File: src/rtl/nibble_frame_loader.sv
// rtl/nibble_frame_loader.sv - packs 16 nibbles into a 64-bit frame for a 16-input adder tree
//
// Ports:
//   clk, rst_n      clock (rising edge) and asynchronous active-low reset
//   flush_i         drop the partial frame; a same-cycle transfer is ignored
//   in_valid_i      nibble offered
//   in_data_i[3:0]  nibble value
//   in_ready_o      nibble accepted when in_valid_i is also high
//   lanes_o[63:0]   committed frame, lane k on bits [4k+3:4k] (lane 0 = adder input a)
//   frame_valid_o   one-cycle pulse in the first cycle lanes_o shows a new frame
//   sum_valid_o     one-cycle pulse LATENCY cycles after frame_valid_o
//   fill_cnt_o[3:0] nibbles held in the partial frame
//   frame_cnt_o[7:0] committed frames, wrapping
//
// Build option: FRAME_LOADER_OVERLAP_EN - when defined the loader never stalls
// waiting for the adder; the next frame fills while the previous one is summed.
// When undefined only one frame is in flight at a time.

module nibble_frame_loader #(
  parameter int LATENCY = 5
) (
  input  logic        clk,
  input  logic        rst_n,
  input  logic        flush_i,
  input  logic        in_valid_i,
  input  logic [3:0]  in_data_i,
  output logic        in_ready_o,
  output logic [63:0] lanes_o,
  output logic        frame_valid_o,
  output logic        sum_valid_o,
  output logic [3:0]  fill_cnt_o,
  output logic [7:0]  frame_cnt_o
);

  typedef enum logic {
    FILL = 1'b0,
    WAIT = 1'b1
  } state_t;

  state_t state, state_nxt;

  // Low throughout reset and until the first edge after release, so that
  // in_ready_o only rises on a clock edge.
  logic live;

  // Lanes 0..14 of the partial frame; lane 15 is taken straight from the
  // 16th nibble when the frame commits.
  logic [59:0] work;

  logic [LATENCY-1:0] sum_sr;
  logic transfer;
  logic commit;

  assign in_ready_o  = live && (state == FILL);
  assign transfer    = in_valid_i && in_ready_o;
  assign commit      = transfer && !flush_i && (fill_cnt_o == 4'd15);
  assign sum_valid_o = sum_sr[LATENCY-1];

  always_comb begin
    state_nxt = state;
    case (state)
      FILL: begin
`ifdef FRAME_LOADER_OVERLAP_EN
        state_nxt = FILL;
`else
        if (commit) state_nxt = WAIT;
`endif
      end
      WAIT: begin
        if (sum_valid_o) state_nxt = FILL;
      end
      default: state_nxt = FILL;
    endcase
  end

  always_ff @(posedge clk or negedge rst_n) begin
    if (!rst_n) begin
      state         <= FILL;
      live          <= 1'b0;
      work          <= '0;
      lanes_o       <= '0;
      frame_valid_o <= 1'b0;
      sum_sr        <= '0;
      fill_cnt_o    <= '0;
      frame_cnt_o   <= '0;
    end else begin
      live          <= 1'b1;
      state         <= state_nxt;
      frame_valid_o <= commit;

      // Delay line carrying each frame_valid_o pulse to the adder result.
      sum_sr[0] <= frame_valid_o;
      for (int i = 1; i < LATENCY; i++) begin
        sum_sr[i] <= sum_sr[i-1];
      end

      if (flush_i) begin
        fill_cnt_o <= '0;
      end else if (transfer) begin
        for (int k = 0; k < 15; k++) begin
          if (fill_cnt_o == 4'(k)) work[4*k +: 4] <= in_data_i;
        end
        // 15 + 1 wraps to 0, which is exactly the post-commit fill count.
        fill_cnt_o <= fill_cnt_o + 4'd1;
        if (commit) begin
          lanes_o     <= {in_data_i, work};
          frame_cnt_o <= frame_cnt_o + 8'd1;
        end
      end
    end
  end

endmodule

File: config.mk
export PLATFORM = sky130hd
export DESIGN_NAME = nibble_frame_loader
export DESIGN_NICKNAME = d
export VERILOG_FILES = /design/src/rtl/nibble_frame_loader.sv
export SDC_FILE = /design/constraint.sdc
export NUM_CORES = 1
export LEC_CHECK = 0
export BUFFER_PORTS_ARGS = -buffer_cell sky130_fd_sc_hd__buf_4
export CAP_MARGIN = 20
export CORE_ASPECT_RATIO = 0.6
export CORE_MARGIN = 8
export CORE_UTILIZATION = 61
export CTS_CLUSTER_SIZE = 8
export DETAILED_ROUTE_END_ITERATION = 16
export GPL_ROUTABILITY_DRIVEN = 0
export PLACE_DENSITY = 0.85
export SLEW_MARGIN = 20
export SYNTH_ARGS = -nofsm -noshare
export SYNTH_HDL_FRONTEND = slang
export SYNTH_SLANG_ARGS = --single-unit
export TNS_END_PERCENT = 50
File: constraint.sdc
create_clock -name clk -period 5 [get_ports clk]
set_input_delay 1 -clock clk [delete_from_list [all_inputs] [get_ports clk]]
set_output_delay 1 -clock clk [all_outputs]
set_load 0.01 [all_outputs]
==> results of run 1 <==
path summary, 6_finish.rpt:
kind,to,slack [ns],cells after the start
min reg2reg,sum_sr[1],0.35,0
min,sum_sr[1],0.35,0
min in group asynchronous,lanes_o[31],0.68,1
max reg2reg,lanes_o[23],2.37,4
max in group asynchronous,work[35],3.21,2
max,lanes_o[23],2.11,5
cells by family (layout without fill, tap and decap cells):
family	Yosys count	count (layout)	synth area share, %
adders and majority gates	5	5	1.094
and+or+nand+nor	47	47	4.792
other	1	1	0.06558
AOI/OAI and AO/OA	3	3	0.2844
muxes	126	126	26.63
buffers and inverters	18	124	2.735
DFF	144	144	63.02
xor gates and xnor gates	9	9	1.379
metal layers:
| layer | vias up | global-route usage (%) | wire, um |
|---|---|---|---|
| met5 | - | 0 | 0 |
| met4 | 0 | 8.897 | 234 |
| met3 | 21 | 6.426 | 885 |
| met2 | 102 | 29.89 | 5445 |
| met1 | 1716 | 26.29 | 5627 |
| li1 | 1444 | - | - |
area by class of cell:
cell class,instances,area [um^2],share of cell area [%]
Clock buffer,23,508.0,7.164
Clock inverter,9,175.2,2.470
Inverter,3,11.26,0.1588
Multi-Input combinational cell,191,1958,27.62
Sequential cell,144,3603,50.82
Tap cell,130,162.7,2.294
Timing Repair Buffer,89,671.9,9.476
through the flow:
stage          cell area, um^2  cells  setup WS (ns)  power [mW]  util (%)
2_1_floorplan             5718    353          2.853       1.192         -
3_3_place_gp              6407    557          1.831       1.225     69.99
3_5_place_dp              6407    557          1.729       1.227     69.99
4_1_cts                   7091    589          2.123       2.658     77.45
5_1_grt                   7091    589          1.976       2.710     77.45
6_report                  7091    589          2.108       2.638     77.45
cell usage after synthesis, types with 4 or more instances:
| cell | n | area [um^2] |
|---|---|---|
| mux2_4 | 28 | 420.4 |
| clkbuf_1 | 5 | 18.77 |
| buf_12 | 4 | 80.08 |
| ha_1 | 5 | 62.56 |
| xor2_1 | 7 | 61.31 |
| nor4_1 | 4 | 25.02 |
| mux2_2 | 97 | 1092 |
| nand3_1 | 18 | 90.09 |
| nand4_1 | 4 | 25.02 |
| buf_4 | 4 | 30.03 |
| nor2_1 | 7 | 26.28 |
| dfrtp_1 | 144 | 3603 |
registers in the layout, indices dropped and copies added (netlist names):
name,count
work,60
frame_valid_o,1
live,1
sum_sr,5
lanes_o,64
frame_cnt_o,8
fill_cnt_o,4
state,1
where the power goes:
part	switching [mW]	total, mW	internal [mW]
Clock	0.470	1.43	0.964
Sequential	0.000448	1.17	1.17
Combinational	0.0325	0.0378	0.00527
Total	0.503	2.64	2.14
==> flow_summary.json, run 1 <==
{
  "crit_top_cell": "buf_4",
  "drt_iter0_drc": 177,
  "crit_family": "simple AND/OR/NAND/NOR gates",
  "ys_async_sr_fraction_pct": 100.0,
  "hold_ws_ns": 0.3472,
  "viasPerCell": 5.574,
  "die_x_um": 141.0,
  "required_ns": 5.30,
  "h-tree-depth": 4,
  "totalWireLength_um": 12190,
  "synth_cell_types": 31,
  "wire_per_inst_um": 20.70,
  "dieArea_um2": 12830,
  "synth-main-ff-cell": "dfrtp_1",
  "drc": 0,
  "cp_slowest_cell": "nor2_8",
  "grt_start_max_net_pins": 106,
  "antenna_found_initial": 0,
  "worst_path_largest_cell_delay_ns": 0.63,
  "drt-pass1-iter-count": 4,
  "rows": 27,
  "postCtsHoldBufs": 0,
  "finalCritPeriodShare_pct": 57.83,
  "hold_path.class": "reg -> reg",
  "status": "finished clean",
  "endpoint_kind": "register",
  "setup_viol": 0,
  "nets": 459,
  "io_buffers": 86,
  "crit_chain": "buf_4, nand4bb_1, nor2_8, buf_4, mux2_2",
  "seq_area_frac_synth_pct": 63.02,
  "num_io_pins": 87,
  "cts.path.max_buffers": 2,
  "crit_path_max_fanout": 25,
  "start_util_pct": 62.46,
  "drt.antenna.violating_nets": 0,
  "relSlewSlack_pct": 37.99,
  "ir_worst_vdd_uv": 246.2,
  "clk_latency_ns": 0.41,
  "rsz0062_at_grt": "false",
  "yosysWarnings": 0,
  "grt_pass1_wl_um": 19950,
  "grt_pass1_vias": 3682,
  "path_buf_inv": 2,
  "cts_resized": 0,
  "min_from": "sum_sr[0]",
  "rr_startpoint": "state",
  "die_h_um": 91.00,
  "core_um2": 9155,
  "maxSlewViolCount": 0,
  "finalHoldViolCount": 0,
  "netlist_area_um2": 5718,
  "drive_gt1_share_pct": 54.03,
  "grtUsageTotal_pct": 19.96,
  "synth_seq_cells": 144,
  "criticalPathCategory": "in -> reg",
  "worst_pin_slew_ns": 0.9301,
  "tns_ns": 0,
  "crit_path_start_kind": "input pin",
  "synth-edff-count": 0,
  "vias": 3283,
  "fmax_mhz": 345.8,
  "fin_crit_ns": 2.892,
  "crit_start": "flush_i",
  "fillCellCount": 542,
  "clock_sinks": 144,
  "synthToLayoutAreaGrowth_pct": 24.00,
  "dp.final_hpwl_um": 7853,
  "path_clk_slew_ns": 0.06,
  "cts_tree": "yes",
  "synth_cells": 353,
  "finClkSkew_ns": 0.006667,
  "syn_avg_cell_area_um2": 16.20,
  "cts_buffers": 17,
  "cts_setup_buffers": 0,
  "final_cell_mix": "dfrtp_1 (144), mux2_2 (97), buf_4 (88)",
  "overflow": 0,
  "p_per_area_nw_per_um2": 372.1,
  "cap_violations": 0,
  "crit_arrival_ns": 3.19,
  "synthesis.nets": 366,
  "clock-root-buffer": "clkbuf_16",
  "antennaDiodeCount": 0,
  "final_common_cell": "dfrtp_1",
  "power.leakage_nw": 3.741
}
No activity file was read; power rests on OpenSTA's default activity.
==> run 2, diff against run 1 <==
--- a/config.mk
+++ b/config.mk
@@ -9,11 +9,11 @@
 export CAP_MARGIN = 20
 export CORE_ASPECT_RATIO = 0.6
 export CORE_MARGIN = 8
-export CORE_UTILIZATION = 61
+export CORE_UTILIZATION = 51
 export CTS_CLUSTER_SIZE = 8
 export DETAILED_ROUTE_END_ITERATION = 16
 export GPL_ROUTABILITY_DRIVEN = 0
-export PLACE_DENSITY = 0.85
+export PLACE_DENSITY = 0.76
 export SLEW_MARGIN = 20
 export SYNTH_ARGS = -nofsm -noshare
 export SYNTH_HDL_FRONTEND = slang
==> constraint.sdc (replaced) <==
create_clock -name clk -period 2.3 [get_ports clk]
set_input_delay 0.46 -clock clk [delete_from_list [all_inputs] [get_ports clk]]
set_output_delay 0.46 -clock clk [all_outputs]
set_load 0.01 [all_outputs]
==> flow_summary.json, run 2 (synthesis gave the netlist of run 1 again) <==
{
  "status": "finished, violations left",
  "failed_checks": "negative hold slack",
  "synthToLayoutAreaGrowth_pct": 25.56,
  "clock_sinks": 144,
  "setup_viol": 0,
  "cts.path.max_buffers": 2,
  "drt-pass1-iter-count": 4,
  "final_util_pct": 64.62,
  "core_um2": 11110,
  "wire_per_inst_um": 19.85,
  "h-tree-depth": 4,
  "clk_latency_ns": 0.41,
  "die_x_um": 152.7,
  "crit_family": "simple AND/OR/NAND/NOR gates",
  "grt_pass1_wl_um": 19950,
  "start_util_pct": 51.46,
  "power_mw": 5.706,
  "nets": 463,
  "cts_resized": 0,
  "finalHoldViolCount": 3,
  "postCtsHoldBufs": 0,
  "cp_slowest_cell": "dfrtp_1",
  "pre_cts_ws_ns": 0.2899,
  "totalWireLength_um": 12050,
  "hold_ws_ns": -0.007832,
  "crit_arrival_ns": 2.17,
  "die_h_um": 98.02,
  "viasPerCell": 5.313,
  "placed_area_um2": 6505,
  "criticalPathCategory": "reg -> reg",
  "maxSlewViolCount": 0,
  "drc": 0,
  "final_cell_mix": "dfrtp_1 (144), mux2_2 (97), buf_4 (88)",
  "grt_pass1_vias": 3585,
  "grtUsageTotal_pct": 17.12,
  "drt.antenna.violating_nets": 0,
  "dieArea_um2": 14970,
  "p_per_area_nw_per_um2": 794.8,
  "crit_path_start_kind": "register",
  "path_clk_slew_ns": 0.06,
  "clock-root-buffer": "clkbuf_16",
  "fin_crit_ns": 1.878,
  "rsz0062_at_grt": "false",
  "power.leakage_nw": 3.775,
  "final_common_cell": "dfrtp_1",
  "overflow": 0,
  "vias": 3225,
  "crit_chain": "nand4bb_1, buf_4, nor2_1, mux2_2",
  "rows": 30,
  "largest_reg_flops": 64,
  "crit_path_max_fanout": 9,
  "worst_path_largest_cell_delay_ns": 0.42,
  "largest_registers": "lanes_o (64), work (60), frame_cnt_o (8)",
  "fin_area_um2": 7179,
  "endpoint_kind": "register",
  "cts_setup_buffers": 0,
  "hold_path.class": "in -> async",
  "finalCritPeriodShare_pct": 81.64,
  "ir_worst_vdd_uv": 617.2,
  "dp.final_hpwl_um": 8134,
  "tns_ns": 0,
  "cts_tree": "yes",
  "antenna_found_initial": 0,
  "largest_register": "lanes_o",
  "drive_gt1_share_pct": 54.00,
  "fin_ws_ns": 0.4224,
  "cap_violations": 0,
  "fmax_mhz": 532.6,
  "io_buffers": 86,
  "finClkSkew_ns": 0.009859,
  "cts_buffers": 17,
  "antennaDiodeCount": 0,
  "required_ns": 2.59,
  "grt_start_max_net_pins": 55,
  "num_io_pins": 87,
  "path_buf_inv": 1,
  "drt_iter0_drc": 100
}
[run 2: cell types whose count changed in the layout (fill, tap and decap cells not counted)]
cell and change:
clkinvlp_4 -2, clkinv_2 -1, clkinv_4 +1, clkbuf_1 +2
buf_12 +4, clkbuf_8 -1, inv_6 +1
[run 2: worst paths after layout]
kind / from / endpoint / slack, ns / depth (start not counted)
setup / recovery: state / work[50] / 0.42 / 4
hold / removal: rst_n / work[8] / -0.008 / 1
setup reg to reg: state / work[50] / 0.42 / 4
hold reg to reg: sum_sr[1] / sum_sr[2] / 0.35 / 0
max in group asynchronous: rst_n / work[41] / 1.64 / 2
min in group clk: flush_i / fill_cnt_o[3] / 0.25 / 2
[run 2: report_power, final]
part | total (mW) | internal (mW) | switching [mW]
combinational | 0.0901 | 0.0174 | 0.0727
sequential | 2.54 | 2.54 | 0.00111
clock | 3.08 | 2.07 | 1.00
total | 5.71 | 4.63 | 1.08
[run 2: area by class of cell]
type	count	area, um^2
timing repair buffer	93	752.0
multi-input combinational	191	1958
fill	788	3931
sequential	144	3603
clock buffer	24	501.7
clock inverter	8	172.7
tap	144	180.2
inverter	3	11.26
[run 2: layer usage]
| metal | vias to the layer above | global-route usage [%] | share of wire, % |
|---|---|---|---|
| li1 | 1452 | - | - |
| met1 | 1672 | 22.53 | 47 |
| met2 | 89 | 25.85 | 46 |
| met3 | 12 | 6.393 | 6.1 |
| met4 | 0 | 5.522 | 1.1 |
| met5 | - | 0 | 0 |
[run 2: stage by stage]
| step | hold WS (ns) | std cells |
|---|---|---|
| finish | -0.007832 | 607 |
| global route | 0.02643 | 607 |
| CTS | 0.001420 | 607 |
| detailed placement | 0.3371 | 575 |
| global placement | 0.3363 | 575 |
| floorplan | 0.1644 | 353 |
==> run 3, diff against run 2 <==
--- a/config.mk
+++ b/config.mk
@@ -5,15 +5,16 @@
 export SDC_FILE = /design/constraint.sdc
 export NUM_CORES = 1
 export LEC_CHECK = 0
+export ABC_AREA = 1
 export BUFFER_PORTS_ARGS = -buffer_cell sky130_fd_sc_hd__buf_4
 export CAP_MARGIN = 20
 export CORE_ASPECT_RATIO = 0.6
 export CORE_MARGIN = 8
-export CORE_UTILIZATION = 51
+export CORE_UTILIZATION = 57
 export CTS_CLUSTER_SIZE = 8
 export DETAILED_ROUTE_END_ITERATION = 16
 export GPL_ROUTABILITY_DRIVEN = 0
-export PLACE_DENSITY = 0.76
+export PLACE_DENSITY = 0.8
 export SLEW_MARGIN = 20
 export SYNTH_ARGS = -nofsm -noshare
 export SYNTH_HDL_FRONTEND = slang
==> constraint.sdc (replaced) <==
create_clock -name clk -period 1.8 [get_ports clk]
set_input_delay 0.36 -clock clk [delete_from_list [all_inputs] [get_ports clk]]
set_output_delay 0.36 -clock clk [all_outputs]
set_load 0.01 [all_outputs]
==> flow_summary.json, run 3 <==
{
  "status": "finished clean",
  "fin_area_um2": 7287,
  "final_cell_mix": "nand2_1 (345), dfrtp_1 (144), buf_4 (101)",
  "hold_path.class": "in -> reg",
  "die_x_um": 147.2,
  "required_ns": 2.10,
  "p_per_area_nw_per_um2": 932.6,
  "p_int_mw": 5.456,
  "power_frac_seq_pct": 47.7,
  "synth-main-ff-cell": "dfrtp_1",
  "drt-pass1-iter-count": 5,
  "grt_pass1_wl_um": 24100,
  "core_um2": 9950,
  "multi_input_area_um2": 1988,
  "rows": 28,
  "synth_cell_types": 21,
  "synth_top_area_share_pct": 61.19,
  "syn_avg_cell_area_um2": 8.883,
  "final_util_pct": 73.24,
  "crit_path_start_kind": "register",
  "grtUsageTotal_pct": 21.49,
  "largest_register": "lanes_o",
  "cts_buffers": 17,
  "register_area_um2": 3603,
  "finClkSkew_ns": 0.006037,
  "fillCellCount": 740,
  "rr_worst_depth": 7,
  "clk_latency_ns": 0.42,
  "num_io_pins": 87,
  "overflow": 0,
  "maxSlewViolCount": 0,
  "crit_arrival_ns": 1.94,
  "holdPathEnd": "fill_cnt_o[2]",
  "crit_chain": "ha_1, nand4_1, nor2_4, buf_4, nand2_1, nand2_1, nand2_1",
  "relSlewSlack_pct": 61.65,
  "largest_reg_flops": 64,
  "finalCritPeriodShare_pct": 91.15,
  "worst_pin_slew_ns": 0.5753,
  "power_frac_clock_pct": 50.5,
  "vias": 4836,
  "dp.final_hpwl_um": 9409,
  "endpoint_kind": "register",
  "ys_async_sr_fraction_pct": 100.0,
  "cts.path.max_buffers": 2,
  "fin_crit_ns": 1.641,
  "totalWireLength_um": 13960,
  "ir_worst_vdd_uv": 741.6,
  "io_buffers": 86,
  "cts_tree": "yes",
  "viasPerCell": 5.440,
  "synth.most_common_cell": "nand2_1",
  "swShare_pct": 19.71,
  "antenna_found_initial": 0,
  "synthesis.nets": 676,
  "drc": 0,
  "setup_viol": 0,
  "worst_path_largest_cell_delay_ns": 0.45,
  "crit_family": "simple AND/OR/NAND/NOR gates",
  "synth_cells": 663,
  "antennaDiodeCount": 0,
  "die_h_um": 94.74,
  "comb_power_share_pct": 1.8,
  "netlist_top_cells_area": "dfrtp_1 (61%), nand2_1 (22%), nand4_1 (6.5%)",
  "clock_sinks": 144,
  "finalHoldViolCount": 0,
  "yosysWarnings": 0,
  "r2r_setup_slack_ns": 0.16,
  "netlist_area_um2": 5889,
  "clock-root-buffer": "clkbuf_16",
  "r2r-end": "frame_cnt_o[5]",
  "cap_violations": 0,
  "final_common_cell": "nand2_1",
  "grt_pass1_vias": 4946,
  "placed_area_um2": 6695,
  "drive_gt1_share_pct": 18.57,
  "crit_path_max_fanout": 12,
  "drt.antenna.violating_nets": 0,
  "cp_slowest_cell": "dfrtp_1",
  "tns_ns": 0,
  "synthToLayoutAreaGrowth_pct": 23.73,
  "fmax_mhz": 609.5,
  "nets": 758,
  "rsz0062_at_grt": "false",
  "synth.largest_area_cell": "dfrtp_1",
  "power.switching_mw": 1.340,
  "start_util_pct": 59.19,
  "min_from": "flush_i",
  "crit_top_cell": "nand2_1",
  "grt_start_max_net_pins": 59,
  "rr_startpoint": "fill_cnt_o[1]",
  "hold_depth": 4,
  "dieArea_um2": 13950,
  "synth.cells.most_frequent": "nand2_1 (346), dfrtp_1 (144), nand4_1 (61)",
  "synth_seq_cells": 144,
  "power.leakage_nw": 4.112,
  "path_clk_slew_ns": 0.05,
  "synth-edff-count": 0,
  "cts_setup_buffers": 0,
  "criticalPathCategory": "reg -> reg",
  "h-tree-depth": 4,
  "seq_area_frac_synth_pct": 61.19,
  "largest_registers": "lanes_o (64), work (60), frame_cnt_o (8)",
  "wire_per_inst_um": 15.70,
  "drt_iter0_drc": 368,
  "path_buf_inv": 1
}
==> run 3: cell count changes after synthesis, sizes merged, moves of 3 or more <==
cell / previous run / this run
nand3: 18 / 22
nor2: 8 / 14
nand2: 3 / 346
inv: 3 / 14
nor4: 4 / 0
nor2b: 3 / 0
nand4: 4 / 61
buf: 10 / 23
xor2: 7 / 0
o21ai: 1 / 5
mux2: 125 / 0
clkbuf: 5 / 23
==> run 3: power groups by stage <==
stage | combinational (mW) | clock (mW) | sequential [mW]
2_1_floorplan | 0.0211 | 0 | 3.30
3_3_place_gp | 0.124 | 0 | 3.30
3_5_place_dp | 0.127 | 0 | 3.30
4_1_cts | 0.130 | 3.48 | 3.24
5_1_grt | 0.142 | 3.62 | 3.24
6_report | 0.126 | 3.43 | 3.24
==> run 3: per-layer routing <==
metal	global-route usage, %	part of all wire (%)
met1	26.35	43
met5	0	0
met2	35.22	47
met3	7.307	8.5
met4	8.101	1.6
==> run 3: worst max-delay path by stage <==
stage	start	end	slack, ns	depth (start not counted)
3_3_place_gp	fill_cnt_o[1]	frame_cnt_o[7]	0.27	7
2_1_floorplan	fill_cnt_o[0]	lanes_o[63]	0.32	8
4_1_cts	state	work[13]	0.15	7
5_1_grt	state	work[33]	0.006	7
6_report	fill_cnt_o[1]	frame_cnt_o[5]	0.16	7
3_5_place_dp	state	work[2]	0.17	7
==> run 3: final cells by class <==
class / instances / area share, %
clock buffer: 23 / 6.834
clock inverter: 5 / 1.099
inverter: 15 / 0.7898
multi-input combinational: 458 / 27.28
sequential: 144 / 49.45
tap: 135 / 2.318
timing repair buffer: 109 / 12.23
==> run 3: repair_timing <==
| action | 4_1_cts | 5_1_grt |
|---|---|---|
| endpoints found under the setup margin | 0 | 12 |
| hold endpoints to repair | 54 | 0 |
| hold buffers | 1 | 0 |
| resized for setup | 0 | 1 |
==> run 3: worst register-to-register path: stages (launching register included) <==
cell     delay, ns
dfrtp_1       0.45
ha_1          0.25
nand4_1       0.22
nor2_4        0.20
buf_4         0.21
nand2_1       0.07
nand2_1       0.06
nand2_1       0.06
==> run 3: through the flow <==
stage / worst slack, ns / power (mW) / hold slack, ns / std cells
after detailed placement: 0.1725 / 3.425 / 0.3347 / 860
final: 0.1594 / 6.796 / 0.2571 / 889
after floorplan: 0.3216 / 3.320 / 0.06441 / 663
after CTS: 0.1524 / 6.848 / 0.2465 / 889
after global routing: 0.005908 / 7.002 / 0.2635 / 889
after global placement: 0.2705 / 3.422 / 0.3318 / 860
==> run 3: cell families (layout without fill, tap and decap cells) <==
| kind of cell | after synthesis | count (layout) | share of synthesized area [%] |
|---|---|---|---|
| AND/OR/NAND/NOR | 444 | 444 | 31.63 |
| AO/OA/AOI/OAI | 5 | 5 | 0.4248 |
| buffers and inverters | 61 | 152 | 5.184 |
| other | 1 | 1 | 0.06367 |
| flip-flops | 144 | 144 | 61.19 |
| adder cells (fa/ha/maj) | 5 | 5 | 1.062 |
| XOR/XNOR | 3 | 3 | 0.4462 |
